`src/rtl/inverter_pipe.sv`:
```
// Masked, enable-gated word inverter followed by a DEPTH-stage valid/ready
// pipeline with backpressure and a wrapping count of delivered words.
module inverter_pipe #(
  parameter int unsigned      WIDTH    = 8,
  parameter int unsigned      DEPTH    = 2,
  parameter logic [WIDTH-1:0] INV_MASK = '1,
  parameter int unsigned      CNT_W    = 16
) (
  input  logic             clk,
  input  logic             rst,
  input  logic             invert_en,
  input  logic             in_valid,
  output logic             in_ready,
  input  logic [WIDTH-1:0] input_data,
  output logic             out_valid,
  input  logic             out_ready,
  output logic [WIDTH-1:0] output_data,
  output logic [CNT_W-1:0] xfer_count
);

  logic [WIDTH-1:0] data_q [DEPTH];
  logic [DEPTH-1:0] vld_q;
  logic [DEPTH-1:0] adv;
  logic             chain;

  // Ready ripples back from the output through a scalar accumulator rather
  // than reading adv[i+1] directly, so adv has no self-referencing bits.
  always_comb begin
    adv   = '0;
    chain = out_ready;
    for (int unsigned i = 0; i < DEPTH; i++) begin
      chain             = ~vld_q[DEPTH-1-i] | chain;
      adv[DEPTH-1-i]    = chain;
    end
  end

  assign in_ready    = adv[0];
  assign out_valid   = vld_q[DEPTH-1];
  assign output_data = data_q[DEPTH-1];

  always_ff @(posedge clk) begin
    if (rst) begin
      for (int unsigned i = 0; i < DEPTH; i++) begin
        data_q[i] <= '0;
      end
      vld_q      <= '0;
      xfer_count <= '0;
    end else begin
      if (adv[0]) begin
        vld_q[0] <= in_valid;
        if (in_valid) begin
          data_q[0] <= input_data ^ (INV_MASK & {WIDTH{invert_en}});
        end
      end
      for (int unsigned i = 1; i < DEPTH; i++) begin
        if (adv[i]) begin
          data_q[i] <= data_q[i-1];
          vld_q[i]  <= vld_q[i-1];
        end
      end
      if (out_valid & out_ready) begin
        xfer_count <= xfer_count + CNT_W'(1);
      end
    end
  end

endmodule
```
`config.mk`:
```
export PLATFORM = sky130hd
export DESIGN_NAME = inverter_pipe
export DESIGN_NICKNAME = d
export VERILOG_FILES = /design/src/rtl/inverter_pipe.sv
export SDC_FILE = /design/constraint.sdc
export NUM_CORES = 1
export LEC_CHECK = 0
export ABC_AREA = 0
export CAP_MARGIN = 20
export CORE_AREA = 5 5 60 76
export CTS_CLUSTER_SIZE = 12
export DETAILED_ROUTE_END_ITERATION = 10
export DIE_AREA = 0 0 65 81
export PLACE_DENSITY = 0.78
export SETUP_SLACK_MARGIN = 0.5
export SLEW_MARGIN = 25
export SYNTH_ARGS = -nofsm -noshare
export SYNTH_HDL_FRONTEND = slang
export SYNTH_SLANG_ARGS = --single-unit
```
`constraint.sdc`:
```
create_clock -name clk -period 1.2 [get_ports clk]
set_input_delay 0.18 -clock clk [delete_from_list [all_inputs] [get_ports clk]]
set_output_delay 0.18 -clock clk [all_outputs]
set_load 0.05 [all_outputs]
```
==> impl_metrics.tcl <==
set metrics [dict create \
    drt_wl_total_mm 5.04 \
    root_buffer "clkbuf_8" \
    layout_commonest_cell "buf_12" \
    route.detailed.drc 0 \
    grt_max_degree 12 \
    slowest_stage "dfxtp_4" \
    status "finished with violations" \
    mostFrequentLayoutCells "buf_12 (30), buf_6 (24), buf_4 (21), nor2_1 (17), dfxtp_4 (17)" \
    die_h_um 81 \
    yosys_warnings 0 \
    final_nets 244 \
    cts_buffer_depth 2 \
    dieArea_mm2 0.00527 \
    hold_viol 0 \
    globalplace.congestion 0.765 \
    netlist_instances 146 \
    globalRouteTotalUtil_pct 18.8 \
    relSlewSlack_pct 77.1 \
    drv_slew 0 \
    worstPathCellList "nand4_1 -> nor2_1 -> nand3_2 -> mux2_4" \
    cts_tree "built" \
    synth-adder-area-share_pct 0.805 \
    dp_cells 240 \
    muxShareOfSynthArea_pct 1.45 \
    ys_seq_area_share_pct 54.1 \
    instances_no_fill 271 \
    crit_type "reg2reg" \
    area_growth_pct 99.4 \
    end_kind "flip-flop" \
    setup_violations 34 \
    cts.hold.buffers_added 0 \
    skew_ns 0.00824 \
    synth-simple-area-share_pct 24.0 \
    synth_nets 160 \
    max_freq_mhz 702 \
    violations "negative setup slack" \
    ant_nets 0 \
    synth_area_leader_cell "edfxtp_1" \
    antenna_found_initial 0 \
    core_area_mm2 0.00372 \
    gr-total-overflow 0 \
    worstPathRequired_ns 1.37 \
    std_cell_rows 25 \
    synth_cell_types 30 \
    synth-seq-cells 34 \
    rsz0062_at_grt "yes" \
    cp_max_fo 5 \
    fin_ws_ns -0.225 \
    synth_area_leaders "edfxtp_1 (31%), dfxtp_1 (23%), xnor2_1 (9.6%)" \
    layout-drive-gt1-share_pct 61.9 \
    pin_count 39 \
    drt_iter0_drc 22 \
    maxCapViolations 0 \
    start_util_pct 41.8 \
    n_antenna_cell 0 \
    firstDrtPassIters 4 \
    detail_route.wl_per_cell_um 18.6 \
    vias 1390 \
    clock_sinks 34 \
    syn_area_per_cell_um2 10.7 \
    grt_pass1_wl_mm 7.37 \
    cpPeakStageDelay_ns 0.36 \
    finalCritPeriodShare_pct 119 \
    synth-compound-area-share_pct 3.22 \
    worst_pin_slew_ns 0.342 \
    die_x_um 65 \
    worstSetupStartpointType "flip-flop" \
    vdd.ir_drop.worst_v 0.000862 \
    vias_per_cell 5.13 \
    synth_area_mm2 0.00156 \
    crit_arrival_ns 1.59 \
    p_per_area_mw_per_mm2 823 \
    yosysTopAreaCellShare_pct 30.9 \
    synth-xor-area-share_pct 10.7 \
    portBuffers 38 \
    grt_pass1_vias 1456 \
    dpl.hpwl_mm 2.79 \
    ff2ff_setup_slack_ns -0.23 \
    pre_cts_slack_ns -0.559 \
    synth_top_family_by_area "simple AND/OR/NAND/NOR gates" \
    path_clk_slew_ns 0.07 \
    p_leak_nw 1.30 \
    numCtsBuffers 5 \
    worstSkewPairLatency_ns 0.29 \
    min_period_ns 1.43 \
    hp-class "reg2reg" \
    h-tree-depth 2 \
]
## layout make-up
type                       count  area (µm²)
multi-input combinational     98         890
clock buffer                   5        68.8
sequential                    34         905
timing repair buffer          88        1160
fill                         177         622
clock inverter                 3        11.3
inverter                       3        11.3
tap                           40        50.0
## state kept, by name, summed over array words and instances (netlist names)
register / flops
vld_q: 2
data_q: 16
xfer_count: 16
## routing by layer
layer / vias to the layer above / track usage, % / routed length, µm / part of all wire (%)
met3: 10 / 2.35 / 140 / 2.8
met4: 0 / 9.94 / 89 / 1.8
li1: 654 / - / - / -
met5: - / 0 / 0 / 0
met2: 30 / 35.2 / 2890 / 57
met1: 696 / 20.5 / 1920 / 38
## cell usage after synthesis (all sizes together)
cell type,instances
nor2,27
dfxtp,18
xnor2,17
edfxtp,16
buf,10
and2,8
nand3,8
nand2,6
a21oi,5
nor3,4
nor4,4
inv,3
nand4,3
a21o,2
mux2,2
nand2b,2
nor2b,2
o21ai,2
or3,2
xor2,2
and2b,1
clkbuf,1
ha,1
## stage by stage
stage          instance area, µm²  hold WS [ns]  utilization (%)  setup TNS (ns)  power (mW)
6_report                     3100         0.534             83.3           -1.60        2.55
2_1_floorplan                1740         0.291                -           -3.51        1.54
3_3_place_gp                 2550         0.510             68.5          -20.17        1.70
4_1_cts                      2910         0.511             78.2           -1.78        2.50
5_1_grt                      3100         0.536             83.3           -2.97        2.62
3_5_place_dp                 2550         0.518             68.5          -22.65        1.72
## logic make-up (layout without fill, tap and decap cells)
family / after synthesis / after routing
AND/OR/NAND/NOR: 67 / 67
buffers and inverters: 14 / 99
XOR/XNOR: 19 / 19
flip-flops: 34 / 34
adder cells (fa/ha/maj): 1 / 1
AO/OA/AOI/OAI: 9 / 9
multiplexers: 2 / 2
## repair_timing
item	CTS	global route
setup endpoints to repair	76	76
cloned	0	0
pin swaps	27	11
hold endpoints to repair	0	0
buffers inserted	14	9
gates resized for setup	38	30
## critical path, delay by kind of cell (launching register included)
kind | cells | cell delay (ns)
and+or+nand+nor | 3 | 0.63
muxes | 1 | 0.32
DFF | 1 | 0.36
## where the power goes
part	total (mW)	switching, mW	internal [mW]
sequential	1.27	0.0318	1.24
clock	0.799	0.412	0.387
combinational	0.479	0.231	0.248
## path summary, 6_finish.rpt
check | start | end | cells past startpoint
worst max-delay path | xfer_count[9]$_SDFFE_PP0P_ | xfer_count[13]$_SDFFE_PP0P_ | 4
worst min-delay path | data_q[0][0]$_SDFFCE_PN0P_ | data_q[0][8]$_SDFFCE_PN0P_ | 1
worst min register to register | data_q[0][0]$_SDFFCE_PN0P_ | data_q[0][8]$_SDFFCE_PN0P_ | 1
worst max register to register | xfer_count[9]$_SDFFE_PP0P_ | xfer_count[13]$_SDFFE_PP0P_ | 4
Note: power is estimated with default switching activity, not from simulation.
